**config.mk**
```make
export PLATFORM = sky130hd
export DESIGN_NAME = uart_eeprom_cmd
export DESIGN_NICKNAME = d
export VERILOG_FILES = /design/src/rtl/uart_eeprom_pkg.sv /design/src/rtl/uart_eeprom_cmd.sv
export SDC_FILE = /design/constraint.sdc
export NUM_CORES = 1
export LEC_CHECK = 0
export CORE_ASPECT_RATIO = 1.2
export CORE_UTILIZATION = 54
export CTS_CLUSTER_DIAMETER = 120
export DETAILED_ROUTE_END_ITERATION = 8
export PLACE_DENSITY_LB_ADDON = 0.05
export SETUP_SLACK_MARGIN = 0.3
export SYNTH_ARGS = -nofsm -noshare
export SYNTH_HDL_FRONTEND = slang
export SYNTH_SLANG_ARGS = --single-unit
```
**constraint.sdc**
```tcl
create_clock -name clk -period 2.7 [get_ports clk]
set_clock_uncertainty 0.1 [all_clocks]
set_input_delay 0.54 -clock clk [delete_from_list [all_inputs] [get_ports clk]]
set_output_delay 0.54 -clock clk [all_outputs]
set_load 0.05 [all_outputs]
```
**src/rtl/uart_eeprom_pkg.sv**
```systemverilog
// ============================================================================
// Module      : uart_eeprom_pkg
// Description : State encodings and protocol byte constants shared by the
//               UART-to-EEPROM command sequencer.
// Revision    : 1.0 - initial release
// ============================================================================
`default_nettype none

package uart_eeprom_pkg;

    typedef enum logic [2:0] {
        S_HDR  = 3'd0,
        S_CMD  = 3'd1,
        S_ADDR = 3'd2,
        S_DATA = 3'd3,
        S_EE   = 3'd4,
        S_TX0  = 3'd5,
        S_TX1  = 3'd6,
        S_GAP  = 3'd7
    } state_t;

    localparam logic [7:0] HDR     = 8'h55;
    localparam logic [7:0] CMD_WR  = 8'h01;
    localparam logic [7:0] CMD_RD  = 8'h02;
    localparam logic [7:0] RSP_OK  = 8'hAA;
    localparam logic [7:0] RSP_ERR = 8'hEE;

endpackage

`default_nettype wire

```
**src/rtl/uart_eeprom_cmd.sv**
```systemverilog
// ============================================================================
// Module      : uart_eeprom_cmd
// Description : Parses framed host commands from the UART rx stream, runs one
//               EEPROM read/write and paces the response bytes onto UART tx.
// Revision    : 1.0 - initial release
// ============================================================================
`default_nettype none

module uart_eeprom_cmd
    import uart_eeprom_pkg::*;
#(
    parameter int unsigned TX_GAP     = 2200,
    parameter int unsigned RX_TIMEOUT = 500000,
    parameter int unsigned EE_TIMEOUT = 2500000,
    parameter int unsigned CNT_W      = 22
) (
    input  logic       clk,
    input  logic       rst_n,
    input  logic [7:0] rx_dat,
    input  logic       rx_rdy,
    output logic       tx_en,
    output logic [7:0] tx_dat,
    output logic       ee_req,
    output logic       ee_wr,
    output logic [7:0] ee_addr,
    output logic [7:0] ee_wdat,
    input  logic [7:0] ee_rdat,
    input  logic       ee_done,
    output logic       busy,
    output logic       rx_drop
);

    // Each limit is the last count value before the event fires, so the
    // guarded interval lasts exactly the parameter's number of cycles.
    localparam logic [CNT_W-1:0] c_gap_last = CNT_W'(TX_GAP - 1);
    localparam logic [CNT_W-1:0] c_rx_last  = CNT_W'(RX_TIMEOUT - 1);
    localparam logic [CNT_W-1:0] c_ee_last  = CNT_W'(EE_TIMEOUT - 1);

    state_t           r_state;
    logic [CNT_W-1:0] r_cnt;
    logic [7:0]       r_resp;
    logic [7:0]       r_rdat;
    logic             r_more;
    logic             r_tx_en;
    logic [7:0]       r_tx_dat;
    logic             r_ee_req;
    logic             r_ee_wr;
    logic [7:0]       r_ee_addr;
    logic [7:0]       r_ee_wdat;

    always_ff @(posedge clk) begin
        if (!rst_n) begin
            r_state   <= S_HDR;
            r_cnt     <= '0;
            r_resp    <= 8'h00;
            r_rdat    <= 8'h00;
            r_more    <= 1'b0;
            r_tx_en   <= 1'b0;
            r_tx_dat  <= 8'h00;
            r_ee_req  <= 1'b0;
            r_ee_wr   <= 1'b0;
            r_ee_addr <= 8'h00;
            r_ee_wdat <= 8'h00;
        end else begin
            r_tx_en <= 1'b0;
            case (r_state)
                S_HDR: begin
                    r_cnt <= '0;
                    if (rx_rdy && rx_dat == HDR)
                        r_state <= S_CMD;
                end

                S_CMD, S_ADDR, S_DATA: begin
                    if (rx_rdy) begin
                        r_cnt <= '0;
                        case (r_state)
                            S_CMD: begin
                                if (rx_dat == CMD_WR || rx_dat == CMD_RD) begin
                                    r_ee_wr <= (rx_dat == CMD_WR);
                                    r_state <= S_ADDR;
                                end else begin
                                    r_ee_wr <= 1'b0;
                                    r_resp  <= RSP_ERR;
                                    r_state <= S_TX0;
                                end
                            end
                            S_ADDR: begin
                                r_ee_addr <= rx_dat;
                                if (r_ee_wr) begin
                                    r_state <= S_DATA;
                                end else begin
                                    r_ee_req <= 1'b1;
                                    r_state  <= S_EE;
                                end
                            end
                            default: begin
                                r_ee_wdat <= rx_dat;
                                r_ee_req  <= 1'b1;
                                r_state   <= S_EE;
                            end
                        endcase
                    end else if (r_cnt >= c_rx_last) begin
                        // Host went quiet mid-frame: forget the partial command.
                        r_cnt     <= '0;
                        r_ee_wr   <= 1'b0;
                        r_ee_addr <= 8'h00;
                        r_ee_wdat <= 8'h00;
                        r_state   <= S_HDR;
                    end else if (r_cnt != '1) begin
                        r_cnt <= r_cnt + 1'b1;
                    end
                end

                S_EE: begin
                    if (ee_done) begin
                        r_ee_req <= 1'b0;
                        r_rdat   <= ee_rdat;
                        r_resp   <= RSP_OK;
                        r_state  <= S_TX0;
                    end else if (r_cnt >= c_ee_last) begin
                        r_ee_req <= 1'b0;
                        r_resp   <= RSP_ERR;
                        r_state  <= S_TX0;
                    end else if (r_cnt != '1) begin
                        r_cnt <= r_cnt + 1'b1;
                    end
                end

                S_TX0: begin
                    r_tx_en  <= 1'b1;
                    r_tx_dat <= r_resp;
                    r_cnt    <= '0;
                    r_more   <= !r_ee_wr && (r_resp == RSP_OK);
                    r_state  <= S_GAP;
                end

                S_TX1: begin
                    r_tx_en  <= 1'b1;
                    r_tx_dat <= r_rdat;
                    r_cnt    <= '0;
                    r_more   <= 1'b0;
                    r_state  <= S_GAP;
                end

                S_GAP: begin
                    if (r_cnt >= c_gap_last)
                        r_state <= r_more ? S_TX1 : S_HDR;
                    else if (r_cnt != '1)
                        r_cnt <= r_cnt + 1'b1;
                end

                default: r_state <= S_HDR;
            endcase
        end
    end

    assign tx_en   = r_tx_en;
    assign tx_dat  = r_tx_dat;
    assign ee_req  = r_ee_req;
    assign ee_wr   = r_ee_wr;
    assign ee_addr = r_ee_addr;
    assign ee_wdat = r_ee_wdat;
    assign busy    = (r_state != S_HDR);
    // Drop must be flagged in the same cycle the byte is offered.
    assign rx_drop = rx_rdy && (r_state inside {S_EE, S_TX0, S_TX1, S_GAP});

endmodule

`default_nettype wire

```
; Word level (Yosys, flattened, before mapping)
; Index checks and enable logic that the tools add are counted.
[classes]
n_addsub = 1
order_cmp = 3
n_eq_ne = 27
n_mux = 42
reduce_logical = 23
[op_table]
columns = op, count
row1 = $mux 22, 6
row2 = $pmux 22 s4, 1
row3 = $mux 8, 10
row4 = $pmux 8 s2, 2
row5 = $mux 3, 9
row6 = $add 22x1->22 const B, 1
row7 = $ge 22x12->1 const B, 1
row8 = $ge 22x19->1 const B, 1
row9 = $ge 22x22->1 const B, 1
row10 = $ne 22x22->1 const B, 1
row11 = $ne 2x2->1 const B, 10
row12 = $pmux 3 s5, 1
row13 = $eq 3x3->1 const B, 4
row14 = $reduce_and 3->1, 4
row15 = $reduce_and 5->1, 2
row16 = $mux 1, 9
row17 = $ne 3x3->1 const B, 3
row18 = $eq 8x1->1 const B, 1
row19 = $eq 8x2->1 const B, 1
row20 = $eq 8x7->1 const B, 1
row21 = $eq 8x8->1 const B, 1
row22 = $eq 3x2->1 const B, 2
row23 = $pmux 1 s2, 3
row24 = $pmux 3 s2, 1
row25 = 13 further kinds, 20
[totals]
ff_bits = 69
input_bits = 20
out_inout_bits = 29

; Longest topological paths before layout
; Gate-level depths: netlist (run 1).
[logic_depth]
ltp_word = 6
ltp_mapped = 9
mapped_depth_nobuf = 7

; Worst setup path before layout (run 1)
; No wires, ideal clock.
[synth_timing]
kind = register to register
start = register r_cnt[10]
end = register r_cnt[11]
setup_time_ps = 61
arrival_time_ps = 2146
t_required_ps = 2539
setup_slack_ps = 393
path_stages_with_launch = 8
synth_period_minus_slack_ps = 2307
cell_sequence = dfxtp_1 -> or4_1 -> and4bb_1 -> o211ai_1 -> a21o_1 -> buf_6 -> or4_1 -> nand2_1
[synth_via]
elab_chain_len = 5
elab_cells_between_ends = 15
[synth_rtl]
columns = item, line_no
row1 = from (decl), uart_eeprom_cmd.sv:40  ; logic [CNT_W-1:0] r_cnt;
row2 = from (signal assigned), uart_eeprom_cmd.sv:110  ; r_cnt <= r_cnt + 1'b1;
row3 = from (signal assigned), uart_eeprom_cmd.sv:125  ; r_cnt <= r_cnt + 1'b1;
row4 = from (signal assigned), uart_eeprom_cmd.sv:149  ; r_cnt <= r_cnt + 1'b1;
row5 = $add 22x1->22 / $ne 22x22->1 (equally long branches), n/a
row6 = $mux 22, "uart_eeprom_cmd.sv:109, uart_eeprom_cmd.sv:124, uart_eeprom_cmd.sv:148"
row7 = "$mux 22, on equally long branches", "uart_eeprom_cmd.sv:120, uart_eeprom_cmd.sv:102"
row8 = "$mux 22, on equally long branches", "uart_eeprom_cmd.sv:115, uart_eeprom_cmd.sv:74"
row9 = $pmux 22 s4, uart_eeprom_cmd.sv:66  ; case (r_state)
; Several ways; a longest one is shown, not always the timed one. The select of a mux whose other input is x is not followed.
; A chain may end at the register's enable or synchronous reset.

; Final worst setup path (run 1)
[layout_timing]
start = register r_cnt[12]
end = register r_cnt[5]
[layout_via]
elab_chain_len = 5
elab_cells_between_ends = 14
[layout_rtl]
columns = item
row1 = branches (longest 5 deep; another with $ge 22x19->1)
; Several ways; the timed one is not identified. The select of a mux whose other input is x is not followed.

==> results of run 1 <==
==> flip-flops by register name, indices dropped and copies added (netlist names), 2 cells and up <==
| register | flops |
|---|---|
| ee_addr | 8 |
| ee_wdat | 8 |
| r_cnt | 22 |
| r_rdat | 8 |
| r_resp | 2 |
| r_state | 3 |
| tx_dat | 8 |
==> worst paths after layout <==
check	cells past startpoint	to	from
max reg2reg	6	r_cnt[5]$_SDFFE_PN0P_	r_cnt[12]$_SDFFE_PN0P_
min	2	tx_dat[5]$_SDFFE_PN0P_	r_rdat[5]$_SDFFE_PN0P_
min reg2reg	2	tx_dat[5]$_SDFFE_PN0P_	r_rdat[5]$_SDFFE_PN0P_
max	6	r_cnt[5]$_SDFFE_PN0P_	r_cnt[12]$_SDFFE_PN0P_
==> metal layers <==
metal | global-route usage, % | routed length [µm]
met1 | 35.6 | 3850
met2 | 51.8 | 5080
met3 | 6.53 | 677
met4 | 11.6 | 391
met5 | 0 | 0
==> report_power, final <==
group,internal (mW),total [mW],switching (mW)
Sequential,1.00,1.08,0.0774
Clock,0.381,0.763,0.382
Combinational,0.312,0.843,0.531
==> logic make-up after synthesis <==
| group | after synthesis | synth area share, % |
|---|---|---|
| XOR/XNOR | 1 | 0.280 |
| adder cells (fa/ha/maj) | 1 | 0.400 |
| AND/OR/NAND/NOR | 184 | 29.7 |
| buffers and inverters | 29 | 3.92 |
| multiplexers | 1 | 0.320 |
| flip-flops | 63 | 40.4 |
| AO/OA/AOI/OAI | 124 | 25.0 |
==> critical path: stages (launching register included) <==
cell and delay [ns]:
dfxtp_2 0.39, or4_4 0.53, and4bb_1 0.34, o211ai_1 0.16, a21o_2 0.28, or4_1 0.53, nand2_1 0.09
==> stage by stage <==
step	utilization (%)	TNS [ns]	setup WS (ns)
2_1_floorplan	-	0	0.393
3_5_place_dp	66.9	-0.788	-0.151
5_1_grt	77.4	0	0.142
3_3_place_gp	66.9	-0.300	-0.0990
4_1_cts	71.6	0	0.302
6_report	77.4	0	0.224
==> layout make-up <==
type	instances	area [µm²]
multi-input combinational	313	1890
fill	411	1270
timing repair buffer	93	921
clock buffer	13	159
sequential	63	1280
inverter	3	11.3
clock inverter	3	17.5
tap	64	80.1
==> synthesized netlist by cell type (2+ instances only) <==
master	number
nor2b_1	6
nor4_1	5
nor2_1	31
and2_1	4
dfxtp_1	63
or3_1	10
nand4_1	17
o31ai_1	8
o211ai_1	9
nor3_1	7
inv_1	3
a311oi_1	2
nand3_1	14
o21ai_0	29
o21a_1	7
and3_1	12
nand2_1	60
buf_2	5
a21oi_1	39
a22oi_1	12
or4_1	12
clkbuf_1	19
a31oi_1	3
==> layout by cell type (no fill, tap or decap), drive strengths merged, types with 3 or more instances in the layout <==
| cell type | count |
|---|---|
| o21a | 7 |
| and3 | 12 |
| nand3 | 14 |
| o31ai | 8 |
| o21ai | 30 |
| o311ai | 3 |
| o211ai | 9 |
| nor2 | 31 |
| clkbuf | 15 |
| nor4 | 5 |
| nor3 | 8 |
| inv | 3 |
| buf | 45 |
| nand2 | 61 |
| nor2b | 6 |
| a31oi | 3 |
| and2 | 4 |
| nand4 | 17 |
| or3 | 10 |
| dfxtp | 63 |
| a22oi | 12 |
| or4 | 12 |
| a21oi | 39 |
| clkdlybuf4s50 | 46 |
==> repair_timing <==
action	4_1_cts	5_1_grt
resized for setup	14	32
setup endpoints to repair	21	32
setup buffers	3	17
gates cloned	1	3
pin swaps	4	21
==> results by group, run 1 <==
Run status
  – Run status: completed

Detailed routing
  – Via density: roughly 6.5
  – Number of DRC markers in iteration 0: ~400
  – Router iterations before antenna repair: 5
  – Post-route DRC: 0
  – Routed WL per cell: 18.1 µm
  – Via Count: 3,601
  – Drt total wl: 10,000 µm
  – Final ANT Viol Nets: 0

Die
  – Die ar.: about 6100 µm²
  – Io pins: ~50
  – Die height: about 85 µm
  – Die X-Extent: between 70 and 80 µm
  – Initial core utilization: 55.5%
  – Core Area: 5630 µm²
  – Row cnt: 30

Logic synthesis
  – Area share of the largest cell type after synthesis: between 40% and 50%
  – Post-synth design cell area: roughly 3100 µm²
  – Yosys reg bits: 63
  – Synth area leaders: dfxtp_1, nand2_1, a21oi_1
  – Post-synth EDFFs: 0
  – Post-Synthesis Mean Instance Area: just under 8 µm²
  – Synth Net Count: 424
  – Yosys cell types: just under 50
  – Biggest area consumer among synthesized cells: dfxtp_1
  – YS warnings: 0
  – Synthesized instance count: approximately 400
  – Post-synthesis sequential area ratio: between 40 and 50%
  – Synth async-reset ratio: 0%
  – Synth Flop Type: dfxtp_1

Placed design
  – HPWL after detailed placement: just under 6000 µm
  – PortBufs: 48
  – GPL Wtd Cong: ~0.92
  – Post-DP Area: ~3800 µm²
  – DP Cell Count: ~510

GRT
  – Initial antenna violation count: 0
  – Tot GR Track Use: 29.8%
  – Vias in the first global route: between 3,000 and 4,000
  – GRT overflow: 0
  – Largest net degree at the start of global routing: 28
  – First-pass GRT wire length: around 15,000 µm

Finish
  – Design Area, Final: approximately 4400 µm²
  – Final Net Count: 504
  – # diodes: 0
  – Layout area overhead: 39.5%
  – Share of cells above drive strength 1: 19.5%
  – Layout Cells excl Fill: 552

Pwr
  – Pwr Density: 617 nW/µm²
  – Power Total: approximately 2.7 mW
  – Peak supply drop: 0.564 mV
  – Lkg Pwr: ~1.6 nW

Clock network
  – CTS tree: built
  – Worst skew pair latency: about 0.35 ns
  – CTS max path bufs: 2
  – H-tree Lvls: 3
  – Clock buffer count from CTS: 9
  – Root buf cell: clkbuf_8
  – Hold buffers post-CTS: 0
  – Clock slew seen by the registers of the worst setup and hold paths: 0.08 ns
  – CTS sink cnt: 63

Timing
  – Hold Slack: around 0.35 ns
  – Setup violations, final: 0
  – Tmin final: ~2.5 ns
  – Highest clock rate: roughly 400 MHz
  – Slew HR: 48.2%
  – Final Hold Violating Endpoints: 0
  – Final slew viol count: 0
  – Worst-margin pin slew: about 0.78 ns
  – RSZ-0062 raised after global routing: yes
  – Final period utilization: 91.7%

Min path
  – Worst min path class: register to register

Critical path
  – CP Launch Type: register
  – Crit end category: register
  – Register-to-register setup slack: roughly 0.22 ns
  – CP arrival: 2.66 ns
  – Worst EP required: about 2.9 ns
  – Worst-path fanout max: 9
  – Critical path class: register to register

Flow run
  – Max-cap violations: 0
No activity file was read; power rests on OpenSTA's default activity.
==> run 2, diff against run 1 <==
ABC_CLOCK_PERIOD_IN_PS = 2700   (was default)
==> results of run 2 <==
Final layout, timing and power as in run 1 (identical DEF).
==> patch (config.mk and constraints of run 1) <==
Make the reset (`rst_n`) asynchronous in one clocked block.
--- a/src/rtl/uart_eeprom_cmd.sv
+++ b/src/rtl/uart_eeprom_cmd.sv
@@ -49,5 +49,5 @@
     logic [7:0]       r_ee_wdat;
 
-    always_ff @(posedge clk) begin
+    always_ff @(posedge clk or negedge rst_n) begin
         if (!rst_n) begin
             r_state   <= S_HDR;
Behaviour: differs if rst_n is asserted again (counterexample within 4 cycles, from zero or initial values and one cycle with rst_n low); with rst_n held inactive, the same outputs for 4 cycles.
==> patch against run 1 <==
First-iteration DRC count down 43%. Sequential cell count stayed put. Routed wire length fell by 12%. Synthesized area up 11%. Global-route usage decreased by 1.3 points. Die area is 11% higher. Design area rose by 2.9%. Sequential share of layout area up 5.9 points. Critical path depth up 1. Setup slack improved by 33 ps.
Power is not compared: it rests on default switching activity, and its combinational part moved more than twofold at a synthesized area within 25%.
==> patch: results (changes against run 1) <==
CTS
  – H-tree levels: 3 (unchanged)
  – Number of buffers between clock root and the deepest sink: 2 (unchanged)
  – Number of buffers created by CTS: 9 (unchanged)
  – Clock transition at the register clock pins on the worst setup and hold paths after CTS: 70 ps
  – Library cell used as clock root buffer: sky130_fd_sc_hd__clkbuf_8 (unchanged)

Yosys
  – Commonest register cell after synthesis: sky130_fd_sc_hd__dfrtp_1 (was sky130_fd_sc_hd__dfxtp_1)
  – Unique cell type count in the Yosys netlist: 54 (was 49)
  – Number of nets in the synthesized netlist: 394 (was 424)
  – Top cell types by occurrence after synthesis: 63 x sky130_fd_sc_hd__dfrtp_1, 43 x sky130_fd_sc_hd__nand2_1, 32 x sky130_fd_sc_hd__o21ai_0 (was 63 x sky130_fd_sc_hd__dfxtp_1, 60 x sky130_fd_sc_hd__nand2_1, 39 x sky130_fd_sc_hd__a21oi_1)
  – Async set-or-reset flop fraction in the synthesized netlist: 100% (was 0%)
  – Leading cell types by total area after synthesis: sky130_fd_sc_hd__dfrtp_1 45%, sky130_fd_sc_hd__nand2_1 4.6%, sky130_fd_sc_hd__o21ai_0 4.6% (was sky130_fd_sc_hd__dfxtp_1 40%, sky130_fd_sc_hd__nand2_1 7.2%, sky130_fd_sc_hd__a21oi_1 6.2%)
  – Sequential fraction of the synthesis area: 45.3% (was 40.4%)

Route
  – Violation count after the first detailed-routing iteration: 225 (was 396)
  – Total vias in the final route: 3208 (was 3601)
  – TritonRoute pass-1 iters: 4 (was 5)
  – Average routed wire per standard cell: 17.0 um (was 18.1 um)

Finish
  – Register containing the most flip-flops in the final layout: r_cnt (unchanged)
  – Post-layout net count: 454 (was 504)
  – Diodes inserted: 0 (unchanged)
  – Number of flip-flops under the largest register name: 22 (unchanged)
  – Share of post-route cells with drive strength above 1: 17.2% (was 19.5%)

Placed design
  – DPL Wire Length: 6.17 mm (was 5.89 mm)
  – Final Wtd Congestion: 0.889 (was 0.915)
  – Post-Place Cell Area: 0.00417 mm^2 (was 0.00377 mm^2)

Worst setup path
  – Worst Reg2Reg Path Length in Cells: 7 (was 6)
  – Max Fanout on Critical Path: 43 (was 9)
  – Peak per-stage delay on the critical path: 550 ps (was 530 ps)
  – Worst-path cell with the longest stage delay: sky130_fd_sc_hd__or4_4 (unchanged)
  – Worst EP arrival: 2610 ps (was 2660 ps)
  – Cell type group with the largest total delay on the critical path: simple AND/OR/NAND/NOR gates (unchanged)

Global route
  – Antenna violations before repair: 0 (unchanged)
  – First-pass GRT wire length: 14.9 mm (was 14.5 mm)
  – Global router's overall resource usage: 28.4% (was 29.8%)
  – Pin count of the biggest net entering global routing: 44 (was 28)

Die
  – Area of the core: 0.00613 mm^2 (was 0.00563 mm^2)

Outcome
  – Result of the run: finished, final reports clean (unchanged)

Worst hold path
  – Cell depth of the worst min-delay path: 1 (was 2)
  – Type of the worst min-delay path: reg -> reg (unchanged)

Timing
  – Worst slew pin tran: 514 ps (was 775 ps)
-- patch: cells by family after synthesis --
kind of cell             after synthesis  synth area share, %
AO/OA/AOI/OAI                        115                 22.4
adder cells (fa/ha/maj)                1                0.360
multiplexers                          10                 3.20
XOR/XNOR                               2                0.504
buffers and inverters                 29                 3.78
flip-flops                            63                 45.3
AND/OR/NAND/NOR                      153                 24.5
-- patch: repair_timing --
action | CTS | global route
gates resized for setup | 6 | 6
pin swaps | 0 | 1
hold buffers | 1 | 0
cloned | 0 | 0
endpoints found under the setup margin | 17 | 25
hold endpoints to repair | 10 | 0
buffers inserted | 1 | 4
-- patch: metal layers --
| layer | vias up | global-route usage (%) | share of wire [%] |
|---|---|---|---|
| li1 | 1535 | - | - |
| met5 | - | 0 | 0 |
| met1 | 1587 | 35.8 | 43 |
| met4 | 0 | 13.4 | 2.4 |
| met2 | 68 | 46.7 | 52 |
| met3 | 18 | 4.26 | 3.1 |
-- patch: final cells by class --
cell class | count | area [um^2]
Inverter | 3 | 15.0
Clock buffer | 12 | 165
Fill cell | 511 | 1640
Clock inverter | 3 | 65.1
Multi-Input combinational cell | 281 | 1830
Timing Repair Buffer | 75 | 726
Tap cell | 82 | 103
Sequential cell | 63 | 1580
-- patch: worst reg2reg max path, stage by stage, from the launching register on --
cell,delay (ps)
sky130_fd_sc_hd__dfrtp_1,410
sky130_fd_sc_hd__or4_4,550
sky130_fd_sc_hd__nor3_4,160
sky130_fd_sc_hd__a2bb2oi_2,180
sky130_fd_sc_hd__o211ai_2,120
sky130_fd_sc_hd__buf_12,190
sky130_fd_sc_hd__or4b_1,490
sky130_fd_sc_hd__a21oi_1,160
-- patch: report_power, final --
group / internal [mW] / total [mW] / switching, mW
Sequential: 1.25 / 1.49 / 0.238
Clock: 0.589 / 0.966 / 0.377
Combinational: 0.827 / 2.11 / 1.29
Total: 2.67 / 4.57 / 1.90
-- patch: metrics by stage --
step | cells | setup slack (ps)
floorplan | 373 | 298
global route | 519 | 162
detailed placement | 498 | 43.8
CTS | 515 | 244
global placement | 498 | 111
finish | 519 | 258
-- patch: worst paths after layout --
check	start	end	slack (ps)
min in group asynchronous	rst_n	r_rdat[1]$_DFFE_PN0P_	520
max in group asynchronous	rst_n	r_cnt[21]$_DFFE_PN0P_	1390
worst min register to register	r_resp[5]$_DFFE_PN0P_	r_resp[5]$_DFFE_PN0P_	380
worst max register to register	r_cnt[13]$_DFFE_PN0P_	r_cnt[17]$_DFFE_PN0P_	260
worst min-delay path	r_resp[5]$_DFFE_PN0P_	r_resp[5]$_DFFE_PN0P_	380
worst max-delay path	r_cnt[13]$_DFFE_PN0P_	r_cnt[17]$_DFFE_PN0P_	260
